## config.mk

```make
export PLATFORM = sky130hd
export DESIGN_NAME = mem_access_stage
export DESIGN_NICKNAME = d
export VERILOG_FILES = /design/src/rtl/mem_pkg.sv /design/src/rtl/mem_align_unit.sv /design/src/rtl/mem_access_stage.sv
export SDC_FILE = /design/constraint.sdc
export NUM_CORES = 1
export LEC_CHECK = 0
export BUFFER_PORTS_ARGS = -buffer_cell sky130_fd_sc_hd__buf_4
export CORE_ASPECT_RATIO = 1.75
export CORE_UTILIZATION = 44
export CTS_BUF_LIST = sky130_fd_sc_hd__clkbuf_16
export CTS_CLUSTER_SIZE = 16
export DETAILED_ROUTE_END_ITERATION = 10
export GPL_TIMING_DRIVEN = 0
export PLACE_DENSITY = 0.84
export SLEW_MARGIN = 20
export SYNTH_ARGS = -nofsm -noshare
export SYNTH_HDL_FRONTEND = slang
export SYNTH_SLANG_ARGS = --single-unit
export TNS_END_PERCENT = 1
```

## constraint.sdc

```tcl
create_clock -name clk -period 4.6 [get_ports clk]
set_input_delay 0.69 -clock clk [delete_from_list [all_inputs] [get_ports clk]]
set_output_delay 0.69 -clock clk [all_outputs]
set_load 0.05 [all_outputs]
```

## src/rtl/mem_pkg.sv

```systemverilog
// Shared definitions for the MEM stage: RISC-V funct3 load/store encodings,
// the FSM state type, and the lane (byte-order) swap helper used on both the
// cache read and write paths.
package mem_pkg;

  localparam logic [2:0] F3_B  = 3'b000;
  localparam logic [2:0] F3_H  = 3'b001;
  localparam logic [2:0] F3_W  = 3'b010;
  localparam logic [2:0] F3_D  = 3'b011;
  localparam logic [2:0] F3_BU = 3'b100;
  localparam logic [2:0] F3_HU = 3'b101;
  localparam logic [2:0] F3_WU = 3'b110;

  typedef enum logic {IDLE = 1'b0, RMW_WR = 1'b1} state_t;

  // Byte-reverse the low 'lanes' bytes of d. Works for any lane count up to 8:
  // reverse all 8 bytes, then shift the reversed group back down to bit 0.
  function automatic logic [63:0] lane_swap(input logic [63:0] d, input int unsigned lanes);
    logic [63:0] r;
    for (int i = 0; i < 8; i++) r[i*8 +: 8] = d[(7-i)*8 +: 8];
    return r >> ((8 - lanes) * 8);
  endfunction

endpackage

```

## src/rtl/mem_align_unit.sv

```systemverilog
// Combinational alignment datapath for the MEM stage.
//   funct3     : RISC-V access size / signedness
//   off        : byte offset inside the cache word
//   load_word  : cache word in core byte order
//   base_word  : old word for sub-word store merge (core byte order)
//   store_data : right-aligned store data
//   load_ext   : selected and sign/zero-extended load value
//   merged     : base_word with the store bytes replaced at off
//   misaligned : access not naturally aligned
//   full_word  : access covers the whole cache word (no RMW needed)
module mem_align_unit #(
  parameter int BIT_W = 32
) (
  input  logic [2:0]                     funct3,
  input  logic [$clog2(BIT_W/8)-1:0]     off,
  input  logic [BIT_W-1:0]               load_word,
  input  logic [BIT_W-1:0]               base_word,
  input  logic [BIT_W-1:0]               store_data,
  output logic [BIT_W-1:0]               load_ext,
  output logic [BIT_W-1:0]               merged,
  output logic                           misaligned,
  output logic                           full_word
);
  localparam int LANES = BIT_W / 8;
  localparam int OFF_W = $clog2(LANES);
  localparam logic [1:0] MAX_SZ = 2'(OFF_W);

  logic [1:0]              sz;       // log2(bytes), clamped to the word size
  logic [OFF_W:0]          nbytes;
  logic [OFF_W+2:0]        shamt;
  logic [7:0]              kshift;   // bits above the access after left-justify
  logic [BIT_W-1:0]        shifted, up, zext, sext;
  logic signed [BIT_W-1:0] up_s;
  logic [BIT_W-1:0]        wd_sh;
  logic [LANES-1:0]        be;

  assign sz         = (funct3[1:0] > MAX_SZ) ? MAX_SZ : funct3[1:0];
  assign nbytes     = (OFF_W+1)'(1) << sz;
  assign full_word  = (sz == MAX_SZ);
  assign misaligned = |(off & OFF_W'(nbytes - 1'b1));
  assign shamt      = {off, 3'b000};

  // Extend by left-justifying the field, then shifting back arithmetically
  // or logically; keeps one path for every access size.
  assign shifted = load_word >> shamt;
  assign kshift  = 8'(BIT_W) - (8'd8 << sz);
  assign up      = shifted << kshift;
  assign up_s    = up;
  assign sext    = up_s >>> kshift;
  assign zext    = up >> kshift;
  assign load_ext = funct3[2] ? zext : sext;

  // Store merge: byte-enable mask wraps to all ones for full-word accesses.
  assign wd_sh = store_data << shamt;
  assign be    = LANES'((LANES'(LANES'(1) << nbytes) - LANES'(1)) << off);

  for (genvar l = 0; l < LANES; l++) begin : g_lane
    assign merged[l*8 +: 8] = be[l] ? wd_sh[l*8 +: 8] : base_word[l*8 +: 8];
  end

endmodule

```

## src/rtl/mem_access_stage.sv

```systemverilog
// RISC-V MEM pipeline stage between EX/MEM and MEM/WB, driving a word-addressed
// D-cache without byte enables. Sub-word stores run as read-modify-write.
//   *_in         : EX/MEM fields (held by upstream while stall_out=1)
//   stall_out    : combinational freeze request to the hazard unit
//   *_out,mem_dat: registered MEM/WB fields; mem_dat is already extended
//   misalign_out : retired access was misaligned (no cache request made)
//   DCACHE_*     : cache handshake; DCACHE_stall matters only with ren/wen
module mem_access_stage
  import mem_pkg::*;
#(
  parameter int BIT_W      = 32,
  parameter int ADDR_W     = 30,
  parameter int SWAP_BYTES = 1
) (
  input  logic              clk,
  input  logic              rst,
  input  logic              valid_in,
  input  logic [BIT_W-1:0]  alu_result_in,
  input  logic [BIT_W-1:0]  mem_wdata_in,
  input  logic [2:0]        funct3_in,
  input  logic              memrd_in,
  input  logic              memwr_in,
  input  logic [BIT_W-1:0]  PC_plus_4_in,
  input  logic [4:0]        rd_in,
  input  logic              mem2reg_in,
  input  logic              regwr_in,
  output logic              stall_out,
  output logic              valid_out,
  output logic [BIT_W-1:0]  alu_result_out,
  output logic [BIT_W-1:0]  mem_dat,
  output logic [BIT_W-1:0]  PC_plus_4_out,
  output logic [4:0]        rd_out,
  output logic              mem2reg_out,
  output logic              regwr_out,
  output logic              misalign_out,
  input  logic              DCACHE_stall,
  output logic              DCACHE_ren,
  output logic              DCACHE_wen,
  output logic [ADDR_W-1:0] DCACHE_addr,
  input  logic [BIT_W-1:0]  DCACHE_rdata,
  output logic [BIT_W-1:0]  DCACHE_wdata
);
  localparam int LANES = BIT_W / 8;
  localparam int OFF_W = $clog2(LANES);

  function automatic logic [BIT_W-1:0] lswap(input logic [BIT_W-1:0] d);
    logic [63:0] t;
    t = lane_swap(64'(d), LANES);
    return (SWAP_BYTES != 0) ? t[BIT_W-1:0] : d;
  endfunction

  state_t           state, state_nxt;
  logic [BIT_W-1:0] merge_r;
  logic [BIT_W-1:0] rdata_sw, load_ext, merged;
  logic             misaligned, full_word;
  logic             mem, mis_acc, sub_st;
  logic             ren, wen, retire, capture;

  assign mem     = valid_in & (memrd_in | memwr_in);
  assign mis_acc = mem & misaligned;
  assign sub_st  = mem & memwr_in & ~full_word;

  assign rdata_sw = lswap(DCACHE_rdata);

  mem_align_unit #(.BIT_W(BIT_W)) u_align (
    .funct3     (funct3_in),
    .off        (alu_result_in[OFF_W-1:0]),
    .load_word  (rdata_sw),
    .base_word  (merge_r),
    .store_data (mem_wdata_in),
    .load_ext   (load_ext),
    .merged     (merged),
    .misaligned (misaligned),
    .full_word  (full_word)
  );

  // Full-word stores use the same merge path; the mask covers every lane so
  // merge_r does not contribute.
  assign DCACHE_addr  = ADDR_W'(alu_result_in >> OFF_W);
  assign DCACHE_wdata = lswap(merged);
  assign DCACHE_ren   = ren & ~rst;
  assign DCACHE_wen   = wen & ~rst;

  assign stall_out = ((state == IDLE) & mem & ~misaligned & (DCACHE_stall | sub_st))
                   | (state == RMW_WR);

  always_comb begin
    state_nxt = state;
    ren       = 1'b0;
    wen       = 1'b0;
    retire    = 1'b0;
    capture   = 1'b0;
    case (state)
      IDLE: begin
        if (!mem || misaligned) begin
          retire = 1'b1;
        end else begin
          if (memrd_in || sub_st) ren = 1'b1;
          else                    wen = 1'b1;
          if (!DCACHE_stall) begin
            if (sub_st) begin
              capture   = 1'b1;
              state_nxt = RMW_WR;
            end else begin
              retire = 1'b1;
            end
          end
        end
      end
      RMW_WR: begin
        wen = 1'b1;
        if (!DCACHE_stall) begin
          retire    = 1'b1;
          state_nxt = IDLE;
        end
      end
      default: state_nxt = IDLE;
    endcase
  end

  always_ff @(posedge clk or posedge rst) begin
    if (rst) begin
      state          <= IDLE;
      merge_r        <= '0;
      valid_out      <= 1'b0;
      alu_result_out <= '0;
      mem_dat        <= '0;
      PC_plus_4_out  <= '0;
      rd_out         <= '0;
      mem2reg_out    <= 1'b0;
      regwr_out      <= 1'b0;
      misalign_out   <= 1'b0;
    end else begin
      state <= state_nxt;
      if (capture) merge_r <= rdata_sw;
      if (retire) begin
        valid_out      <= valid_in;
        alu_result_out <= alu_result_in;
        mem_dat        <= load_ext;
        PC_plus_4_out  <= PC_plus_4_in;
        rd_out         <= rd_in;
        mem2reg_out    <= mem2reg_in;
        regwr_out      <= valid_in & regwr_in & ~mis_acc;
        misalign_out   <= mis_acc;
      end
    end
  end

  // Upstream must keep the EX/MEM slot frozen while the stage is holding it.
  logic [3*BIT_W+13:0] hold_vec;
  assign hold_vec = {valid_in, alu_result_in, mem_wdata_in, funct3_in, memrd_in,
                     memwr_in, PC_plus_4_in, rd_in, mem2reg_in, regwr_in};

  a_hold_stable: assert property (@(posedge clk) disable iff (rst)
    (stall_out && !retire) |=> $stable(hold_vec));

endmodule

```

==> flow_summary_export.csv <==
group,metric,value,unit
logic_synthesis,synth_cell_types,48,
pwr,vdd_drop_max,0.265,mV
logic_synthesis,ys_async_sr_fraction,100,%
clocking,cts_root_buffer,"clkbuf_16",
routing,wire_per_inst,21.4,um
sta,layout_worst_path_cycle_share,78.6,%
global_route,antenna_found_initial,0,
global_route,grt_util_all_layers,28.2,%
floorplanning,rows,61,
routing,drc,0,
logic_synthesis,synth_common_cells,"138 x dfrtp_1, 117 x mux2_2, 39 x buf_4",
setup_path,crit_slowest_cell,"clkbuf_1",
floorplanning,die-area,16900,um2
placement,port_buffers,311,
sta,fin_crit,3.61,ns
floorplanning,die_y,171,um
pwr,total_power,0.00431,W
logic_synthesis,yosysSeqAreaShare,47.9,%
sta,setup_viol,0,
global_route,grt_pass1_wl,35400,um
setup_path,worstPathRequired,3.91,ns
logic_synthesis,yosys-top-cells-area,"dfrtp_1 48%, mux2_2 18%, mux2_4 6.0%",
logic_synthesis,synthMuxAreaShare,31.2,%
logic_synthesis,synth_top_area_cell,"dfrtp_1",
clocking,postCtsSetupBuffers,0,
floorplanning,die_x,98.8,um
logic_synthesis,synth.most_common_cell,"dfrtp_1",
sta,worst_slew_margin_rel,38.1,%
routing,drtPass1Iterations,4,
setup_path,crit_fanout,10,
logic_synthesis,synth-compound-area-share,8.48,%
layout,nets,1040,
clocking,cts_tree,"done",
routing,drt_iter0_drc,243,
logic_synthesis,netlist_instances,565,
sta,fmax,277,MHz
logic_synthesis,synth_top_family_by_area,"multiplexers",
logic_synthesis,synthSimpleGateAreaFrac,5.19,%
layout,regArea,3450,um2
setup_path,slowest_delay,0.53,ns
clocking,cts_resized,0,
logic_synthesis,syn_avg_cell_area,12.8,um2
floorplanning,boundaryPins,314,
logic_synthesis,synth_nets,709,
placement,place_congestion,0.864,
floorplanning,core_area,16000,um2
routing,ant_nets,0,
routing,via_per_inst,5.46,
setup_path,reg2reg_depth,6,
clocking,cts_sinks,138,
logic_synthesis,synth_adder_area_share,0,%
clocking,clk_pin_slew,0.06,ns
flow_run,max-cap-violations,0,
sta,holdWs,0.304,ns
floorplanning,start_util,45.2,%
layout,diodes,0,
layout,area_delta_synth_final,44.5,%
sta,drv_slew,0,
global_route,grt_overflow,0,
logic_synthesis,synth_xor_xnor_area_share,0.121,%
logic_synthesis,synth_top_area_share,47.9,%
clocking,cts_hold_buffers,0,
clocking,insertion_delay,0.42,ns
clocking,htree_levels,4,
logic_synthesis,synth_edf_count,0,
sta,final_hold_viol_count,0,
setup_path,cp-start-kind,"primary input",
setup_path,crit_type,"primary input to output pin",
global_route,grt_pass1_vias,6507,
layout,multi_input_area,3250,um2
status,outcome,"finished, final reports clean",
pwr,pwr_density_cell,414,nW/um2
global_route,grt_max_degree,72,
logic_synthesis,synthFlopType,"dfrtp_1",
layout,fillers,1234,
routing,routed-via-count,5999,
placement,dp_hpwl,18300,um
sta,rsz0062_at_grt,"no",
setup_path,cp.arrival,2.92,ns
clocking,cts_buffers,17,
sta,fin_worst_skew,0.00730,ns
setup_path,worstReg2RegStart,"state$_DFF_PP0_",
setup_path,cp_cell_sequence,"buf_6 > buf_2 > buf_1 > clkbuf_1 > a211oi_1 > a21oi_1 > mux2_2 > buf_4",
layout,final_layout_size_suffix_gt1_share,62.0,%
routing,finalWirelength,23500,um
setup_path,r2r_end,"alu_result_out[7]$_DFFE_PP0P_",
min_path,holdCritPathClass,"primary input to asynchronous set/reset pin",
pwr,total_leakage_power,5.16,nW
clocking,clockBufferDepth,2,
logic_synthesis,syn_area,7210,um2
logic_synthesis,yosys_warnings,0,
sta,tightest_slew,0.925,ns
setup_path,r2r_slack,2.38,ns
setup_path,crit_path_end_kind,"output pin",
logic_synthesis,synth_seq_cells,138,
[per-stage QoR]
step	setup WS, ns	setup TNS [ns]	util [%]	area, um2	instances
floorplan	0.214	0	-	7210	565
global placement	-1.44	-197.19	61.3	9780	1065
detailed placement	1.02	0	61.5	9820	1066
CTS	0.985	0	65.3	10400	1098
finish	0.986	0	65.3	10400	1098
global route	0.906	0	65.3	10400	1098
[critical path, delay by kind of cell]
kind / cells / cell delay (ns)
buf+inv: 5 / 1.60
mux: 1 / 0.21
compound gates: 2 / 0.41
[worst max-delay path by stage]
stage | from | slack, ns | end
finish | alu_result_in[1] | 0.99 | DCACHE_wdata[6]
global route | alu_result_in[1] | 0.91 | DCACHE_wdata[6]
CTS | alu_result_in[1] | 0.99 | DCACHE_wdata[6]
detailed placement | alu_result_in[1] | 1.02 | DCACHE_wdata[6]
global placement | rst | -1.44 | alu_result_out[7]$_DFFE_PP0P_
floorplan | rst | 0.21 | PC_plus_4_out[0]$_DFFE_PP0P_
[sequential cells by signal, indices dropped and copies added (netlist names)]
name	cells
regwr_out	1
valid_out	1
merge_r	32
alu_result_out	32
PC_plus_4_out	32
misalign_out	1
mem_dat	32
rd_out	5
mem2reg_out	1
state	1
[logic make-up (layout without fill, tap and decap cells)]
kind of cell / Yosys count / in the layout
muxes: 186 / 186
DFF: 138 / 138
AOI/OAI and AO/OA: 89 / 89
and+or+nand+nor: 76 / 76
buffers and inverters: 75 / 419
xor gates and xnor gates: 1 / 1
[metal layers]
layer,vias to the layer above,global-route usage [%],routed length (um)
met5,-,0,0
met4,0,20.2,1460
met3,83,7.07,1640
met2,317,51.6,12600
met1,2922,27.2,7820
li1,2677,-,-
[area by class of cell]
cell class,count,share of cell area (%)
Sequential cell,138,33.1
Clock inverter,15,1.69
Multi-Input combinational cell,352,31.2
Timing Repair Buffer,312,22.7
Inverter,4,0.216
Tap cell,189,2.27
Clock buffer,17,4.08
Buffer,71,4.76
[layout by cell type (no fill, tap or decap), drive strengths merged, types with 2 or more instances in the layout]
cell type,count
buf,373
mux2,146
dfrtp,138
mux2i,32
clkbuf,27
nor2,26
o21ai,19
a21oi,18
nand2,17
o22a,12
nor2b,11
a211oi,8
mux4,8
o22ai,7
a2bb2oi,7
inv,7
clkinv,7
and2,5
nor3,5
a21boi,4
o2bb2ai,4
bufinv,3
or2,2
o32ai,2
nand2b,2
clkinvlp,2
o21bai,2
and3,2
[report_power, final]
group | internal, W | leakage (nW) | switching [W]
Sequential | 0.00137 | 1.68 | 0.0000921
Combinational | 0.000547 | 3.18 | 0.000901
Clock | 0.000854 | 0.295 | 0.000555
Power figures use the tool's default switching activity.
